`src/rtl/mon_pkg.sv`:
```
// Shared constants and helpers for the memory/PC dump sequencer:
// state encoding, ASCII control characters and nibble-to-hex conversion.
package mon_pkg;

  localparam logic [2:0] S_IDLE  = 3'd0;
  localparam logic [2:0] S_MREQ  = 3'd1;
  localparam logic [2:0] S_MWAIT = 3'd2;
  localparam logic [2:0] S_HEX   = 3'd3;
  localparam logic [2:0] S_SEP   = 3'd4;
  localparam logic [2:0] S_CR    = 3'd5;
  localparam logic [2:0] S_LF    = 3'd6;
  localparam logic [2:0] S_PCHEX = 3'd7;

  localparam logic [7:0] ASCII_CR = 8'h0d;
  localparam logic [7:0] ASCII_LF = 8'h0a;
  localparam logic [7:0] ASCII_SP = 8'h20;

  // Highest word-aligned address; always treated as the final word.
  localparam logic [31:0] LAST_ADDR = 32'hFFFF_FFFC;

  // Lowercase ASCII hex digit for one nibble.
  function automatic logic [7:0] nib2asc(input logic [3:0] nib);
    if (nib < 4'd10) begin
      return {4'h3, nib};
    end else begin
      return 8'h57 + {4'h0, nib};
    end
  endfunction

endpackage

```
`src/rtl/uart_dump_seq.sv`:
```
// Dumps a data/instruction memory range or the current PC as lowercase hex
// over a byte-wide UART stream, WORDS_PER_LINE words per CR LF terminated line.
module uart_dump_seq
  import mon_pkg::*;
#(
  parameter int WORDS_PER_LINE = 4
) (
  input  logic        clk,
  input  logic        rst_n,
  input  logic [31:0] uart_data,
  input  logic        read_start_set,
  input  logic        read_end_set,
  input  logic        read_stop,
  input  logic        pgm_start_set,
  input  logic        pgm_end_set,
  input  logic        pgm_stop,
  input  logic        pc_print,
  input  logic [31:0] pc_value,
  input  logic        quit_cmd,
  output logic        mem_req,
  output logic        mem_sel,
  output logic [31:0] mem_addr,
  input  logic        mem_ack,
  input  logic [31:0] mem_rdata,
  output logic [7:0]  tx_data,
  output logic        tx_valid,
  input  logic        tx_ready,
  output logic        dump_running
);

  localparam int LCW = (WORDS_PER_LINE > 1) ? $clog2(WORDS_PER_LINE) : 1;

  logic [2:0]     state_q, state_d;
  logic [31:0]    start_addr_q, start_addr_d;
  logic [31:0]    end_addr_q, end_addr_d;
  logic [31:0]    mem_addr_q, mem_addr_d;
  logic           mem_req_q, mem_req_d;
  logic           mem_sel_q, mem_sel_d;
  logic [31:0]    word_q, word_d;
  logic [2:0]     nib_q, nib_d;
  logic [LCW-1:0] line_cnt_q, line_cnt_d;
  logic [7:0]     tx_data_q, tx_data_d;
  logic           tx_valid_q, tx_valid_d;
  logic           running_q, running_d;
  logic           abort_q, abort_d;
  logic           last_q, last_d;

  logic abort_in_s, abort_s, hs_s, is_last_s, line_full_s, go_idle_s;

  assign abort_in_s  = read_stop | pgm_stop | quit_cmd;
  assign abort_s     = abort_q | abort_in_s;
  assign hs_s        = tx_valid_q & tx_ready;
  assign is_last_s   = (mem_addr_q >= end_addr_q) || (mem_addr_q == LAST_ADDR);
  assign line_full_s = (line_cnt_q == LCW'(WORDS_PER_LINE - 1));

  // Next-state and datapath logic for the dump sequencer.
  always_comb begin
    state_d      = state_q;
    start_addr_d = start_addr_q;
    end_addr_d   = end_addr_q;
    mem_addr_d   = mem_addr_q;
    mem_req_d    = mem_req_q;
    mem_sel_d    = mem_sel_q;
    word_d       = word_q;
    nib_d        = nib_q;
    line_cnt_d   = line_cnt_q;
    tx_data_d    = tx_data_q;
    tx_valid_d   = tx_valid_q;
    running_d    = running_q;
    abort_d      = abort_q | abort_in_s;
    last_d       = last_q;
    go_idle_s    = 1'b0;

    if (read_start_set || pgm_start_set) begin
      start_addr_d = {uart_data[31:2], 2'b00};
    end else begin
      start_addr_d = start_addr_q;
    end
    if (read_end_set || pgm_end_set) begin
      end_addr_d = {uart_data[31:2], 2'b00};
    end else begin
      end_addr_d = end_addr_q;
    end

    case (state_q)
      S_IDLE: begin
        abort_d = 1'b0;
        // An abort arriving with a launch in the same cycle wins.
        if (abort_in_s) begin
          state_d = S_IDLE;
        end else if (read_end_set || pgm_end_set) begin
          state_d    = S_MREQ;
          mem_req_d  = 1'b1;
          mem_sel_d  = ~read_end_set;
          mem_addr_d = start_addr_q;
          running_d  = 1'b1;
          line_cnt_d = '0;
          last_d     = 1'b0;
        end else if (pc_print) begin
          state_d    = S_PCHEX;
          word_d     = pc_value;
          tx_data_d  = nib2asc(pc_value[31:28]);
          tx_valid_d = 1'b1;
          nib_d      = 3'd0;
          running_d  = 1'b1;
          last_d     = 1'b1;
        end else begin
          state_d = S_IDLE;
        end
      end
      S_MREQ: begin
        if (mem_ack) begin
          mem_req_d = 1'b0;
          word_d    = mem_rdata;
          last_d    = is_last_s;
          if (abort_s) begin
            go_idle_s = 1'b1;
          end else begin
            state_d = S_MWAIT;
          end
        end else begin
          state_d = S_MREQ;
        end
      end
      S_MWAIT: begin
        if (abort_s) begin
          go_idle_s = 1'b1;
        end else begin
          state_d    = S_HEX;
          tx_data_d  = nib2asc(word_q[31:28]);
          tx_valid_d = 1'b1;
          nib_d      = 3'd0;
        end
      end
      S_HEX, S_PCHEX: begin
        if (!hs_s) begin
          state_d = state_q;
        end else if (abort_s) begin
          go_idle_s = 1'b1;
        end else if (nib_q != 3'd7) begin
          word_d    = {word_q[27:0], 4'h0};
          tx_data_d = nib2asc(word_q[27:24]);
          nib_d     = nib_q + 3'd1;
        end else if (state_q == S_PCHEX || last_q || line_full_s) begin
          state_d    = S_CR;
          tx_data_d  = ASCII_CR;
          line_cnt_d = '0;
        end else begin
          state_d    = S_SEP;
          tx_data_d  = ASCII_SP;
          line_cnt_d = line_cnt_q + LCW'(1);
        end
      end
      S_CR: begin
        if (!hs_s) begin
          state_d = S_CR;
        end else if (abort_s) begin
          go_idle_s = 1'b1;
        end else begin
          state_d   = S_LF;
          tx_data_d = ASCII_LF;
        end
      end
      S_SEP, S_LF: begin
        // Leaving a line end on the final word completes the dump; otherwise fetch the next word.
        if (!hs_s) begin
          state_d = state_q;
        end else if (abort_s || (state_q == S_LF && last_q)) begin
          go_idle_s = 1'b1;
        end else begin
          state_d    = S_MREQ;
          tx_valid_d = 1'b0;
          mem_req_d  = 1'b1;
          mem_addr_d = mem_addr_q + 32'd4;
        end
      end
      default: begin
        go_idle_s = 1'b1;
      end
    endcase

    if (go_idle_s) begin
      state_d    = S_IDLE;
      tx_valid_d = 1'b0;
      mem_req_d  = 1'b0;
      running_d  = 1'b0;
      abort_d    = 1'b0;
    end else begin
      running_d = running_d;
    end
  end

  // State and output registers with asynchronous reset.
  always_ff @(posedge clk or negedge rst_n) begin
    if (!rst_n) begin
      state_q      <= S_IDLE;
      start_addr_q <= 32'd0;
      end_addr_q   <= 32'd0;
      mem_addr_q   <= 32'd0;
      mem_req_q    <= 1'b0;
      mem_sel_q    <= 1'b0;
      word_q       <= 32'd0;
      nib_q        <= 3'd0;
      line_cnt_q   <= '0;
      tx_data_q    <= 8'd0;
      tx_valid_q   <= 1'b0;
      running_q    <= 1'b0;
      abort_q      <= 1'b0;
      last_q       <= 1'b0;
    end else begin
      state_q      <= state_d;
      start_addr_q <= start_addr_d;
      end_addr_q   <= end_addr_d;
      mem_addr_q   <= mem_addr_d;
      mem_req_q    <= mem_req_d;
      mem_sel_q    <= mem_sel_d;
      word_q       <= word_d;
      nib_q        <= nib_d;
      line_cnt_q   <= line_cnt_d;
      tx_data_q    <= tx_data_d;
      tx_valid_q   <= tx_valid_d;
      running_q    <= running_d;
      abort_q      <= abort_d;
      last_q       <= last_d;
    end
  end

  assign mem_req      = mem_req_q;
  assign mem_sel      = mem_sel_q;
  assign mem_addr     = mem_addr_q;
  assign tx_data      = tx_data_q;
  assign tx_valid     = tx_valid_q;
  assign dump_running = running_q;

endmodule
```
`config.mk`:
```
export PLATFORM = sky130hd
export DESIGN_NAME = uart_dump_seq
export DESIGN_NICKNAME = d
export VERILOG_FILES = /design/src/rtl/mon_pkg.sv /design/src/rtl/uart_dump_seq.sv
export SDC_FILE = /design/constraint.sdc
export NUM_CORES = 1
export LEC_CHECK = 0
export BUFFER_PORTS_ARGS = -buffer_cell sky130_fd_sc_hd__buf_2
export CAP_MARGIN = 0
export CELL_PAD_IN_SITES_DETAIL_PLACEMENT = 1
export CELL_PAD_IN_SITES_GLOBAL_PLACEMENT = 1
export CORE_UTILIZATION = 42
export CTS_BUF_LIST = sky130_fd_sc_hd__clkbuf_16
export DETAILED_ROUTE_END_ITERATION = 16
export HOLD_SLACK_MARGIN = 0.06
export PLACE_DENSITY = 0.86
export SLEW_MARGIN = 20
export SYNTH_ARGS = -nofsm -noshare
export SYNTH_HDL_FRONTEND = slang
export SYNTH_SLANG_ARGS = --single-unit
```
`constraint.sdc`:
```
create_clock -name clk -period 2.6 [get_ports clk]
set_input_delay 0.26 -clock clk [delete_from_list [all_inputs] [get_ports clk]]
set_output_delay 0.26 -clock clk [all_outputs]
set_load 0.03 [all_outputs]
```
* Yosys cells after proc, flatten, opt, wreduce, memory -nomap -nowiden
Index checks and enable logic that the tools add are counted.
** Storage, ports and cells
- Output and inout port bits :: 44
- Word-level logic and storage cells :: 190
- Register bits after elaboration :: 146
- Input bits :: 108
** Cells by class
- Multiplexer cells :: 89
- Order comparisons :: 4
- Eq/ne operators :: 39
- $add $sub $neg :: 6
- Reduce and logical (&&, ||, !) cells :: 32
- Bitwise logic cells :: 6
** Operator list (count)
- two-way mux 32 bit :: 11
- two-way mux 8 bit :: 12
- case mux 32 bit (3 select lines) :: 1
- case mux 32 bit (2 select lines) :: 1
- two-way mux 3 bit :: 21
- inequality test 3 bit (second input constant) :: 13
- adder 32 x 3 -> 32 bit (second input constant) :: 1
- == test 32 bit (second input constant) :: 1
- greater-or-equal comparator 32 bit :: 1
- case mux 8 bit (4 select lines) :: 1
- two-way mux 1 bit :: 28
- inequality test 2 bit (second input constant) :: 14
- adder 7 x 4 -> 8 bit (first input constant) :: 3
- AND reduction 8 bit :: 3
- case mux 3 bit (6 select lines) :: 1
- == test 3 bit (second input constant) :: 4
- < comparator 4 bit (second input constant) :: 3
- two-way mux 2 bit :: 6
- AND reduction 6 bit :: 2
- nonzero test 4 bit :: 3
- case mux 3 bit (3 select lines) :: 1
- AND reduction 9 bit :: 1
- nonzero test 3 bit :: 3
- inequality test 4 bit (second input constant) :: 2
- 24 further kinds :: 39

* Logic depth before layout (Yosys ltp)
- Word-level depth :: 9
- Depth in mapped cells :: 9
- Depth with buffers taken out :: 8

* Least setup slack after synthesis
OpenSTA, ideal clock, no wires.
- Path type :: reg2reg
- Start point :: reg mem_addr_q[2] (netlist: mem_addr[2])
- End point :: reg mem_addr_q[18] (netlist: mem_addr[18])
- Arrival time :: 2.076 ns
- Period minus slack after synthesis :: 2.153 ns
- Cell stages (with the launch flop) :: 9
- Path buffers :: 1
- Slack :: 0.447 ns
- Required time :: 2.523 ns
- Path through :: dfrtp_1 > ha_1 > nand3_1 > or2_2 > clkbuf_1 > or3_1 > o21ai_0 > a21oi_1 > a21oi_1
** Between the ends
- Longest elaborated chain between the ends :: 4
** Ends and longest elaborated chain
- start, declared :: RTL line uart_dump_seq.sv:36 : logic [31:0] mem_addr_q, mem_addr_d;
- start signal, assigned :: RTL line uart_dump_seq.sv:214 : mem_addr_q <= mem_addr_d;
- adder 32 x 3 -> 32 bit :: RTL line uart_dump_seq.sv:174 : mem_addr_d = mem_addr_q + 32'd4;
- two-way mux 32 bit :: RTL line uart_dump_seq.sv:168 : end else if (abort_s || (state_q == S_LF && last_q)) begin
- two-way mux 32 bit :: RTL line uart_dump_seq.sv:166 : if (!hs_s) begin
- case mux 32 bit (2 select lines) :: RTL line uart_dump_seq.sv:85 : case (state_q)
Every way passes these cells. The select of a mux whose other input is x is not followed.
A chain may end at the register's enable or synchronous reset.

* Final worst setup path
- Start point :: reg mem_addr_q[23] (netlist: mem_addr[23])
- End point :: reg last_q
** Between the ends
- Longest elaborated chain between the ends :: 4
** Ends and longest elaborated chain
- greater-or-equal comparator 32 bit or == test 32 bit (tied branches) :: RTL line uart_dump_seq.sv:53 : assign is_last_s = (mem_addr_q >= end_addr_q) || (mem_addr_q == LAST_ADDR);
- logical OR 1 bit * :: RTL line uart_dump_seq.sv:53
- two-way mux 1 bit * :: RTL line uart_dump_seq.sv:112 : if (mem_ack) begin
- case mux 1 bit (2 select lines) * :: RTL line uart_dump_seq.sv:85
- end signal, assigned :: RTL line uart_dump_seq.sv:224 : last_q <= last_d;
- end, declared :: RTL line uart_dump_seq.sv:46 : logic last_q, last_d;
Mark *: on every way between the ends. The rest lies on a longest branch, timed or not. The select of a mux whose other input is x is not followed.

==> run_summary.xml <==
<?xml version="1.0" encoding="UTF-8"?>
<metrics>
  <group name="outcome">
    <metric name="run_status" unit="">finished clean</metric>
  </group>
  <group name="cts">
    <metric name="htreeDepth" unit="">4</metric>
    <metric name="cts-buffers-inserted" unit="">17</metric>
    <metric name="resized_gates_after_cts" unit="">0</metric>
    <metric name="clk_transition_reported_paths" unit="ns">0.06</metric>
    <metric name="clk-insertion-delay-late" unit="ns">0.42</metric>
    <metric name="clock_path_buffers" unit="">2</metric>
    <metric name="cts_tree" unit="">done</metric>
    <metric name="cts_root_buf" unit="">sky130_fd_sc_hd__clkbuf_16</metric>
    <metric name="clock-sinks" unit="">143</metric>
    <metric name="post_cts.repair.setup_buffers" unit="">0</metric>
  </group>
  <group name="final_layout">
    <metric name="sequential_cell_area" unit="µm²">3578</metric>
    <metric name="multi_input_comb_area" unit="µm²">4267</metric>
    <metric name="final_layout_size_suffix_gt1_share" unit="%">24.08</metric>
    <metric name="final_net_count" unit="">1223</metric>
    <metric name="fill_cell_count" unit="">2276</metric>
    <metric name="final_cell_count_no_fill" unit="">1350</metric>
    <metric name="area_delta_synth_final" unit="%">20.91</metric>
  </group>
  <group name="yosys">
    <metric name="synthCells" unit="">928</metric>
    <metric name="syn-mean-instance-area" unit="µm²">8.891</metric>
    <metric name="synth-edff-count" unit="">0</metric>
    <metric name="ys_dominant_reg_cell" unit="">sky130_fd_sc_hd__dfrtp_1</metric>
    <metric name="post_synth_main_area_contributors" unit="">sky130_fd_sc_hd__dfrtp_1 43%, sky130_fd_sc_hd__o21ai_0 6.9%, sky130_fd_sc_hd__ha_1 5.8%</metric>
    <metric name="post_synth_num_cell_types" unit="">68</metric>
    <metric name="synth.top_cell.area_share" unit="%">43.37</metric>
    <metric name="ys_ff_latch" unit="">143</metric>
    <metric name="postSynth.asyncResetShare" unit="%">100.0</metric>
    <metric name="yosysSeqAreaShare" unit="%">43.37</metric>
    <metric name="yosys-top-cells-count" unit="">143 x sky130_fd_sc_hd__dfrtp_1, 122 x sky130_fd_sc_hd__nand2_1, 113 x sky130_fd_sc_hd__o21ai_0, 70 x sky130_fd_sc_hd__nor2_1, 63 x sky130_fd_sc_hd__a21oi_1</metric>
    <metric name="most_numerous_cell_in_the_yosys_netlist" unit="">sky130_fd_sc_hd__dfrtp_1</metric>
    <metric name="yosys_warnings" unit="">0</metric>
    <metric name="yosys.area.top_type" unit="">sky130_fd_sc_hd__dfrtp_1</metric>
    <metric name="synth.cell_area" unit="µm²">8250</metric>
  </group>
  <group name="detailed_routing">
    <metric name="drt_wl_total" unit="mm">26.61</metric>
    <metric name="route.detailed.vias_per_inst" unit="">5.912</metric>
    <metric name="routed_wire_length_per_instance" unit="µm">19.71</metric>
    <metric name="detail_route.wirelength.met1" unit="mm">11.66</metric>
    <metric name="drt_iter0_markers" unit="">446</metric>
    <metric name="topRoutingLayerUsed" unit="">met4</metric>
    <metric name="route.detailed.drc" unit="">0</metric>
    <metric name="met3_wirelength" unit="mm">1.080</metric>
    <metric name="routed-via-count" unit="">7981</metric>
    <metric name="met2WireLength" unit="mm">13.07</metric>
    <metric name="drtPass1Iterations" unit="">5</metric>
    <metric name="route.antenna.remaining_nets" unit="">0</metric>
  </group>
  <group name="timing">
    <metric name="report.final.setup_viol" unit="">0</metric>
    <metric name="unrepaired_setup_endpoints_after_global_routing" unit="">false</metric>
    <metric name="slew_viol_final" unit="">0</metric>
    <metric name="part_of_the_cycle_the_worst_path_needs" unit="%">90.53</metric>
    <metric name="timing.final.hold_violations" unit="">0</metric>
    <metric name="max_slew_margin" unit="%">58.88</metric>
    <metric name="setup-tns-final" unit="ns">0</metric>
    <metric name="finalClockSkew" unit="ns">0.007299</metric>
    <metric name="final_critical_path_required_period" unit="ns">2.354</metric>
    <metric name="worst_hold_slack" unit="ns">0.07258</metric>
    <metric name="timing.final.ws_setup" unit="ns">0.2463</metric>
    <metric name="fmax" unit="MHz">424.9</metric>
    <metric name="tightest_slew" unit="ns">0.6168</metric>
  </group>
  <group name="global_route">
    <metric name="grt_antenna_before_repair" unit="">2</metric>
    <metric name="globalRoute.totalOverflow" unit="">0</metric>
    <metric name="track_usage" unit="%">27.29</metric>
    <metric name="largest_net_degree_at_the_start_of_global_routing" unit="">65</metric>
    <metric name="grt_first_pass_wirelength" unit="mm">43.13</metric>
    <metric name="first_global_vias" unit="">8311</metric>
  </group>
  <group name="worst_setup_path">
    <metric name="critPathCaptureType" unit="">flip-flop</metric>
    <metric name="crit_path_cell_trace" unit="">ha_1 &gt; a2111oi_0 &gt; o21ai_0 &gt; o21ai_0 &gt; o21ai_0 &gt; o31ai_1 &gt; nand3_1</metric>
    <metric name="timing.critical_path.from_type" unit="">flip-flop</metric>
    <metric name="worst-path-max-fanout" unit="">3</metric>
    <metric name="critical_path_required" unit="ns">2.89</metric>
    <metric name="worst_path_most_repeated_cell" unit="">sky130_fd_sc_hd__o21ai_0</metric>
    <metric name="critical-path-slowest-cell" unit="">sky130_fd_sc_hd__a2111oi_0</metric>
    <metric name="crit_path_max_incr_delay" unit="ns">0.46</metric>
    <metric name="worst-setup-path-type" unit="">flip-flop to flip-flop</metric>
    <metric name="critPathArrivalTime" unit="ns">2.64</metric>
  </group>
  <group name="floorplanning">
    <metric name="top_level_ports" unit="">152</metric>
    <metric name="dieArea" unit="µm²">20210</metric>
    <metric name="initial_core_util" unit="%">43.52</metric>
    <metric name="floorplan.rows" unit="">50</metric>
    <metric name="die_x" unit="µm">142.2</metric>
    <metric name="placeableCoreArea" unit="µm²">18960</metric>
    <metric name="die_height" unit="µm">142.2</metric>
  </group>
  <group name="placement">
    <metric name="gp_routability_congestion" unit="">0.9016</metric>
    <metric name="numPortBuffers" unit="">146</metric>
    <metric name="place.detailed.instances" unit="">1308</metric>
    <metric name="pre_cts_ws" unit="ns">0.2415</metric>
    <metric name="detailed_place_hpwl" unit="mm">18.99</metric>
  </group>
  <group name="power">
    <metric name="p_per_area" unit="nW/µm²">1083</metric>
    <metric name="static-leakage-power" unit="nW">4.526</metric>
    <metric name="vdd_ir_drop_max" unit="mV">0.5444</metric>
  </group>
  <group name="flow_run">
    <metric name="drv_cap" unit="">0</metric>
  </group>
  <group name="worst_hold_path">
    <metric name="min_path_type" unit="">input pin to flip-flop</metric>
  </group>
</metrics>
cells in the final DEF, fill, tap and decap left out, types with 31 or more instances in the layout:
| cell type | count |
|---|---|
| sky130_fd_sc_hd__mux2_2 | 37 |
| sky130_fd_sc_hd__buf_2 | 145 |
| sky130_fd_sc_hd__dfrtp_1 | 143 |
| sky130_fd_sc_hd__inv_1 | 50 |
| sky130_fd_sc_hd__o21ai_0 | 113 |
| sky130_fd_sc_hd__nand2_1 | 122 |
| sky130_fd_sc_hd__nor2_1 | 69 |
| sky130_fd_sc_hd__buf_4 | 34 |
| sky130_fd_sc_hd__a22oi_1 | 31 |
| sky130_fd_sc_hd__ha_1 | 38 |
| sky130_fd_sc_hd__a21oi_1 | 62 |
metrics by stage:
step | total power [mW] | utilization, % | area [µm²]
after CTS | 10.80 | 52.60 | 9971
after global placement | 8.290 | 49.37 | 9359
after detailed placement | 8.522 | 49.37 | 9359
after floorplan | 6.791 | - | 8258
final | 10.80 | 52.63 | 9976
after global routing | 11.52 | 52.63 | 9976
state kept, by name, indices dropped and copies added (netlist names):
| register | cells |
|---|---|
| abort_q | 1 |
| dump_running | 1 |
| end_addr_q | 30 |
| last_q | 1 |
| line_cnt_q | 2 |
| mem_addr | 30 |
| mem_req | 1 |
| mem_sel | 1 |
| nib_q | 3 |
| start_addr_q | 30 |
| state_q | 3 |
| tx_data | 7 |
| tx_valid | 1 |
| word_q | 32 |
cell type report:
| class | count | area share, % |
|---|---|---|
| inverter | 47 | 1.768 |
| sequential | 143 | 35.87 |
| tap | 260 | 3.261 |
| clock inverter | 13 | 0.8654 |
| antenna | 2 | 0.05017 |
| clock buffer | 17 | 4.264 |
| multi-input combinational | 677 | 42.77 |
| timing repair buffer | 191 | 11.15 |
power breakdown:
part	switching, mW	leakage [nW]	total, mW	internal (mW)
combinational	3.18	2.54	4.97	1.79
clock	0.925	0.262	2.20	1.27
sequential	0.738	1.72	3.64	2.90
timing repair:
| action | 4_1_cts | 5_1_grt |
|---|---|---|
| endpoints found under the setup margin | 0 | 0 |
| endpoints found under the hold margin | 68 | 0 |
| hold buffers | 10 | 0 |
worst max-delay path: cells and delay by family, from the launching register on:
kind                     cells  cell delay (ns)
adder cells (fa/ha/maj)      1             0.35
flip-flops                   1             0.39
AO/OA/AOI/OAI                5             1.36
AND/OR/NAND/NOR              1             0.12
layer usage:
| layer | global-route usage (%) | up-vias |
|---|---|---|
| met1 | 35.21 | 4015 |
| met2 | 45.51 | 228 |
| met3 | 4.273 | 57 |
| met4 | 11.49 | 0 |
| met5 | 0 | - |
| li1 | - | 3681 |
cell families (layout without fill, tap and decap cells):
| logic type | Yosys count | count (layout) | share of synthesized area, % |
|---|---|---|---|
| AOI/OAI and AO/OA | 321 | 321 | 24.89 |
| other | 1 | 5 | 0.04545 |
| DFF | 143 | 143 | 43.37 |
| adders and majority gates | 38 | 38 | 5.763 |
| buffers and inverters | 110 | 268 | 5.262 |
| and+or+nand+nor | 274 | 274 | 15.18 |
| muxes | 38 | 38 | 5.171 |
| xor gates and xnor gates | 3 | 3 | 0.3185 |
path summary, 6_finish.rpt:
| path | start | to | slack (ns) | cells after the start |
|---|---|---|---|---|
| max | mem_addr[23] | last_q | 0.25 | 7 |
| min | uart_data[13] | end_addr_q[13] | 0.07 | 3 |
| max reg2reg | mem_addr[23] | last_q | 0.25 | 7 |
| min reg2reg | word_q[12] | word_q[12] | 0.48 | 2 |
| max in group asynchronous | rst_n | start_addr_q[23] | 1.30 | 3 |
| min in group asynchronous | rst_n | end_addr_q[3] | 0.40 | 2 |
Power figures use the tool's default switching activity.
